[config.mk]
export PLATFORM = sky130hd
export DESIGN_NAME = local_memory_arbiter_rw
export DESIGN_NICKNAME = d
export VERILOG_FILES = /design/src/rtl/local_memory_pkg.sv /design/src/rtl/round_robin_arbiter.sv /design/src/rtl/local_memory_arbiter_rw.sv
export SDC_FILE = /design/constraint.sdc
export NUM_CORES = 1
export LEC_CHECK = 0
export ABC_AREA = 1
export ABC_CLOCK_PERIOD_IN_PS = 2230
export CAP_MARGIN = 20
export CORE_UTILIZATION = 39
export DETAILED_ROUTE_END_ITERATION = 10
export PLACE_DENSITY = 0.93
export SETUP_SLACK_MARGIN = 0.1
export SLEW_MARGIN = 20
export SYNTH_ARGS = -nofsm -noshare
export SYNTH_HDL_FRONTEND = slang
export SYNTH_SLANG_ARGS = --single-unit
export TNS_END_PERCENT = 10
[constraint.sdc]
create_clock -name clk -period 2.23 [get_ports clk]
set_input_delay 0.669 -clock clk [delete_from_list [all_inputs] [get_ports clk]]
set_output_delay 0.669 -clock clk [all_outputs]
set_load 0.02 [all_outputs]
[src/rtl/local_memory_pkg.sv]
// rtl/local_memory_pkg.sv - shared types, constants and helpers for the local memory arbiter
package local_memory_pkg;

    typedef enum logic [1:0] {
        IDLE,
        ISSUE,
        CAPTURE,
        RESPOND
    } state_t;

    localparam logic [7:0] BYTE_FILL = 8'hFF;

    // Unselected byte lanes read back as BYTE_FILL so requesters never see stale bytes
    function automatic logic [31:0] merge_bytes(input logic [31:0] data, input logic [3:0] mask);
        logic [31:0] merged;
        merged = '0;
        for (int b = 0; b < 4; b++) begin
            merged[b*8 +: 8] = mask[b] ? data[b*8 +: 8] : BYTE_FILL;
        end
        return merged;
    endfunction

endpackage

[src/rtl/round_robin_arbiter.sv]
// rtl/round_robin_arbiter.sv - combinational round-robin grant search starting after lastGrant
module round_robin_arbiter #(
    parameter int NUM_PORTS = 2,
    parameter int IDX_W     = $clog2(NUM_PORTS)
) (
    input  logic [NUM_PORTS-1:0] req,
    input  logic [IDX_W-1:0]     lastGrant,
    output logic                 grantValid,
    output logic [IDX_W-1:0]     grantIndex
);

    logic [IDX_W-1:0] idx;

    // Scan from farthest to nearest so the port right after lastGrant wins last-assignment
    always_comb begin
        grantValid = 1'b0;
        grantIndex = '0;
        idx        = '0;
        for (int k = NUM_PORTS; k >= 1; k--) begin
            idx = IDX_W'((int'(lastGrant) + k) % NUM_PORTS);
            if (req[idx]) begin
                grantValid = 1'b1;
                grantIndex = idx;
            end
        end
    end

endmodule

[src/rtl/local_memory_arbiter_rw.sv]
// rtl/local_memory_arbiter_rw.sv - round-robin arbiter of NUM_PORTS requesters onto one SRAM RW port
module local_memory_arbiter_rw
    import local_memory_pkg::*;
#(
    parameter int NUM_PORTS         = 2,
    parameter int ADDRESS_SIZE      = 24,
    parameter int SRAM_ADDRESS_SIZE = 9
) (
    input  logic                            clk,
    input  logic                            rst_n,
    input  logic [NUM_PORTS-1:0]            portEnable,
    input  logic [NUM_PORTS-1:0]            portWriteEnable,
    input  logic [NUM_PORTS*ADDRESS_SIZE-1:0] portAddress,
    input  logic [NUM_PORTS*4-1:0]          portByteSelect,
    input  logic [NUM_PORTS*32-1:0]         portDataWrite,
    output logic [NUM_PORTS*32-1:0]         portDataRead,
    output logic [NUM_PORTS-1:0]            portBusy,
    output logic                            sram_select,
    output logic                            sram_writeEnable,
    output logic [SRAM_ADDRESS_SIZE-1:0]    sram_address,
    output logic [3:0]                      sram_writeMask,
    output logic [31:0]                     sram_dataWrite,
    input  logic [31:0]                     sram_dataRead
);

    localparam int IDX_W = $clog2(NUM_PORTS);

    logic [ADDRESS_SIZE-1:0] addr  [NUM_PORTS];
    logic [3:0]              bsel  [NUM_PORTS];
    logic [31:0]             wdata [NUM_PORTS];
    logic [NUM_PORTS-1:0]    in_range;
    logic [NUM_PORTS-1:0]    req;
    logic [NUM_PORTS-1:0]    done;

    state_t           state;
    logic [IDX_W-1:0] lastGrant;
    logic [IDX_W-1:0] grant;
    logic [31:0]      read_buffer;
    logic             grantValid;
    logic [IDX_W-1:0] grantIndex;
    logic             misaligned;

    for (genvar i = 0; i < NUM_PORTS; i++) begin : g_port
        assign addr[i]  = portAddress[i*ADDRESS_SIZE +: ADDRESS_SIZE];
        assign bsel[i]  = portByteSelect[i*4 +: 4];
        assign wdata[i] = portDataWrite[i*32 +: 32];

        // Addresses above this tile belong to another tile's decoder
        if (ADDRESS_SIZE > SRAM_ADDRESS_SIZE + 2) begin : g_range
            assign in_range[i] = (addr[i][ADDRESS_SIZE-1:SRAM_ADDRESS_SIZE+2] == '0);
        end else begin : g_full
            assign in_range[i] = 1'b1;
        end

        assign req[i]               = portEnable[i] & in_range[i];
        assign portBusy[i]          = req[i] & ~done[i];
        assign portDataRead[i*32 +: 32] = done[i] ? read_buffer : {4{BYTE_FILL}};
    end

    round_robin_arbiter #(
        .NUM_PORTS(NUM_PORTS),
        .IDX_W    (IDX_W)
    ) u_arbiter (
        .req       (req),
        .lastGrant (lastGrant),
        .grantValid(grantValid),
        .grantIndex(grantIndex)
    );

    assign misaligned = (addr[grantIndex][1:0] != 2'b00);

    always_ff @(posedge clk or negedge rst_n) begin
        if (!rst_n) begin
            state            <= IDLE;
            lastGrant        <= IDX_W'(NUM_PORTS - 1);
            grant            <= '0;
            done             <= '0;
            read_buffer      <= '1;
            sram_select      <= 1'b0;
            sram_writeEnable <= 1'b0;
            sram_address     <= '0;
            sram_writeMask   <= '0;
            sram_dataWrite   <= '0;
        end else begin
            done <= '0;
            case (state)
                IDLE: begin
                    if (grantValid) begin
                        lastGrant   <= grantIndex;
                        grant       <= grantIndex;
                        read_buffer <= '1;
                        if (misaligned) begin
                            done  <= NUM_PORTS'(1) << grantIndex;
                            state <= RESPOND;
                        end else begin
                            sram_select      <= 1'b1;
                            sram_writeEnable <= portWriteEnable[grantIndex];
                            sram_address     <= addr[grantIndex][SRAM_ADDRESS_SIZE+1:2];
                            sram_writeMask   <= bsel[grantIndex];
                            sram_dataWrite   <= wdata[grantIndex];
                            state            <= ISSUE;
                        end
                    end
                end
                ISSUE: begin
                    sram_select      <= 1'b0;
                    sram_writeEnable <= 1'b0;
                    if (sram_writeEnable) begin
                        done  <= NUM_PORTS'(1) << grant;
                        state <= RESPOND;
                    end else begin
                        state <= CAPTURE;
                    end
                end
                CAPTURE: begin
                    // writeMask still holds the requester's byte select for this read
                    read_buffer <= merge_bytes(sram_dataRead, sram_writeMask);
                    done        <= NUM_PORTS'(1) << grant;
                    state       <= RESPOND;
                end
                RESPOND: state <= IDLE;
                default: state <= IDLE;
            endcase
        end
    end

endmodule

==> impl_results.rst <==
.. list-table::
   :header-rows: 1

   * - Metric
     - Value
   * - Part of the cycle the worst path needs
     - 0.965
   * - Site Rows
     - 39
   * - First-pass GRT wire length
     - approximately 23000 um
   * - Worst-skew pair later-pin latency
     - about 0.34 ns
   * - Synthesized area
     - 0.00468 sq mm
   * - Power per cell area
     - about 780 mW/mm^2
   * - Run status
     - finished, violations left
   * - Share of synthesized area occupied by flip-flops and latches
     - 0.463
   * - Post-route ant nets
     - 0
   * - Top library cells by usage in the layout, fill and taps aside
     - sky130_fd_sc_hd__clkdlybuf4s50_1, sky130_fd_sc_hd__nand2_1, sky130_fd_sc_hd__inv_1
   * - Total vias in the final route
     - around 5100
   * - Worst setup path class
     - primary input to primary output
   * - Worst Setup Start Kind
     - primary input
   * - Critical path endpoint category
     - primary output
   * - Xor/xnor share of the synthesized area
     - 0
   * - Final min period
     - around 2.2 ns
   * - Max clock buf depth
     - 2
   * - Violations in the final reports
     - DRC
   * - Initial Utilization
     - 0.405
   * - Critical-path maximum fanout
     - 2
   * - Adder and majority gate portion of the synthesized area
     - 0.0134
   * - Number of detailed-route iterations in the first pass
     - 8
   * - Signed area change from the synthesized netlist to the final layout
     - 67.7%
   * - Grt ovf
     - 0
   * - Main combinational cell family by area after synthesis
     - compound AO/OA/AOI/OAI gates
   * - Area of the placeable core
     - between 0.01 and 0.015 sq mm
   * - Tightest Hold Check Type
     - primary input to asynchronous set/reset pin
   * - Clock skew
     - between 0.01 and 0.015 ns
   * - Post-synthesis instance total
     - 623
   * - Synthesized-area fraction occupied by and/or/nand/nor cells
     - 0.199
   * - Global-route total usage across every layer
     - 0.229
   * - Maximum achievable frequency
     - 464 MHz
   * - Number of antenna violations at the first check in global routing
     - 0
   * - Number of pins with negative max-slew slack in the final report
     - 0
   * - Measured slew at the worst slew-check pin
     - between 0.4 and 0.5 ns
   * - Number of hold buffers added after CTS
     - 0
   * - Number of hold violations in the final report
     - 0
   * - Mean post-synth cell area
     - roughly 7.5 sq um
   * - CTS H-tree depth
     - 3
   * - Clock-pin slew reported for the worst setup and hold paths after clock tree synthesis
     - 0.06 ns
   * - Chip Width
     - about 110 um
   * - Register bit count reported by yosys
     - 85
   * - Leakage power total
     - approximately 3.6 nW
   * - Post-synth cell types
     - 24
   * - Most common cell after layout, fill and taps aside
     - sky130_fd_sc_hd__clkdlybuf4s50_1
   * - Number of CTS-inserted buffers
     - 9
   * - Clock Sink Count
     - 85
   * - Weighted congestion at the end of routability-driven global placement
     - roughly 0.80
   * - Portion of netlist area occupied by mux cells
     - 0
   * - Clock root buffer
     - sky130_fd_sc_hd__clkbuf_16
   * - Final layout net count
     - 1068
   * - Synthesized-area fraction occupied by ao, oa, aoi and oai cells
     - 0.204
   * - Pin count of the biggest net entering global routing
     - between 80 and 90
   * - Detailed-placement wirelength estimate
     - between 10000 and 15000 um
   * - Number of setup violations in the final report
     - 0
   * - Number of global-route vias before repair
     - approximately 4900
   * - Quantity of I/O buffers inserted on ports
     - 270
   * - Drt first-iter violations
     - between 200 and 250
   * - Number of vias per cell after detailed routing
     - 4.81
   * - Normalized max-slew margin
     - 0.693
   * - Data arrival time of the critical path
     - 1.48 ns
   * - Post-detailed-route wirelength per cell
     - roughly 14 um
   * - Die Y-Extent
     - ~110 um
   * - Clock tree from TritonCTS
     - done
   * - Post-Synthesis Net Count
     - a little under 800
   * - Unrepaired setup endpoints after global routing
     - yes
   * - Layout cells sized above 1
     - 0.179
   * - Boundary pin count
     - approximately 270
   * - # diodes
     - 0
   * - Final wirelength
     - 14400 um
   * - Synth warn
     - 0
   * - Max capacitance violation total
     - 0
   * - Peak supply drop
     - slightly below 0.0005 V
   * - Final cell utilization of the core
     - 0.679
   * - Required time worst endpoint
     - between 1.5 and 2 ns
   * - Setup total negative slack
     - 0 ns
   * - Overall die area
     - 0.0124 sq mm
   * - DRC violation count after routing
     - 20
## critical path, cell delays in order
cell                       delay, ns
sky130_fd_sc_hd__clkbuf_2       0.09
sky130_fd_sc_hd__nor2_2         0.15
sky130_fd_sc_hd__and2_4         0.17
sky130_fd_sc_hd__nand3b_1       0.12
sky130_fd_sc_hd__nor2_1         0.13
sky130_fd_sc_hd__buf_4          0.15
## cell usage after synthesis
cell | count | area share
sky130_fd_sc_hd__nand2_1 | 143 | 0.11
sky130_fd_sc_hd__inv_1 | 93 | 0.075
sky130_fd_sc_hd__nor2_1 | 79 | 0.063
sky130_fd_sc_hd__o21ai_0 | 64 | 0.068
sky130_fd_sc_hd__dfrtp_1 | 52 | 0.28
sky130_fd_sc_hd__a21oi_1 | 49 | 0.052
sky130_fd_sc_hd__dfstp_2 | 33 | 0.19
sky130_fd_sc_hd__o21ai_2 | 30 | 0.056
sky130_fd_sc_hd__o21ai_1 | 18 | 0.019
sky130_fd_sc_hd__clkbuf_1 | 14 | 0.011
sky130_fd_sc_hd__nand3_1 | 11 | 0.012
sky130_fd_sc_hd__buf_2 | 8 | 0.0086
sky130_fd_sc_hd__buf_6 | 7 | 0.017
sky130_fd_sc_hd__buf_4 | 5 | 0.0080
sky130_fd_sc_hd__ha_1 | 5 | 0.013
sky130_fd_sc_hd__and2_1 | 2 | 0.0027
sky130_fd_sc_hd__nand2_2 | 2 | 0.0027
sky130_fd_sc_hd__o22ai_1 | 2 | 0.0027
sky130_fd_sc_hd__a21oi_4 | 1 | 0.0035
sky130_fd_sc_hd__inv_2 | 1 | 0.00080
sky130_fd_sc_hd__nand3b_1 | 1 | 0.0016
sky130_fd_sc_hd__nand4_1 | 1 | 0.0013
sky130_fd_sc_hd__o2111ai_1 | 1 | 0.0019
sky130_fd_sc_hd__or2_1 | 1 | 0.0013
## flip-flops by register name, summed over array words and instances (netlist names), 2 cells and up
register        count
read_buffer        32
sram_dataWrite     32
sram_address        9
sram_writeMask      4
done                2
state               2
## per-stage QoR
step | setup WS (ns) | hold slack [ns] | instances | instance area, sq um | total power [mW]
2_1_floorplan | 0.160 | 0.373 | 623 | 4680 | 3.56
3_3_place_gp | -0.667 | 0.463 | 1024 | 7590 | 4.45
3_5_place_dp | -0.699 | 0.467 | 1024 | 7590 | 4.59
4_1_cts | 0.00543 | 0.381 | 1048 | 7840 | 5.94
5_1_grt | -0.00919 | 0.387 | 1053 | 7850 | 6.53
6_report | 0.0770 | 0.344 | 1053 | 7850 | 6.12
## where the power goes
part,switching (mW),leakage [nW],total (mW),internal (mW)
Combinational,1.47,2.36,2.49,1.01
Clock,0.649,0.140,1.45,0.804
Sequential,0.0935,1.06,2.18,2.09
Total,2.22,3.56,6.12,3.90
## kinds of logic after synthesis
family,after synthesis
flip-flops,85
buffers and inverters,128
AND/OR/NAND/NOR,240
AO/OA/AOI/OAI,165
adder cells (fa/ha/maj),5
## timing repair
action	CTS	global route
endpoints found under the setup margin	74	129
endpoints found under the hold margin	0	0
gates cloned	0	2
resized for setup	132	50
buffers inserted	8	3
pin swaps	24	25
## area by class of cell
class                      instances  area, sq um
fill                             944         3710
timing repair buffer             305         2860
sequential                        85         2170
multi-input combinational        410         2000
inverter                          94          355
clock buffer                      10          239
tap                              143          179
clock inverter                     6         51.3
## metal layers
layer / global-route usage / part of all wire
met5: 0 / 0
met4: 0.105 / 0.035
met3: 0.0582 / 0.078
met2: 0.402 / 0.51
met1: 0.262 / 0.38
## path summary, 6_finish.rpt
path                                     from            endpoint  slack [ns]  depth (start not counted)
setup / recovery              portAddress[42]         portBusy[1]        0.08                          6
hold / removal                          rst_n             done[1]        0.34                          2
setup reg to reg                     state[0]     read_buffer[28]        0.46                          8
hold reg to reg            sram_dataWrite[17]  sram_dataWrite[17]        0.48                          2
max in group asynchronous               rst_n    sram_writeEnable        1.51                          2
min in group clk           sram_dataWrite[17]  sram_dataWrite[17]        0.48                          2
No activity file was read; power rests on OpenSTA's default activity.
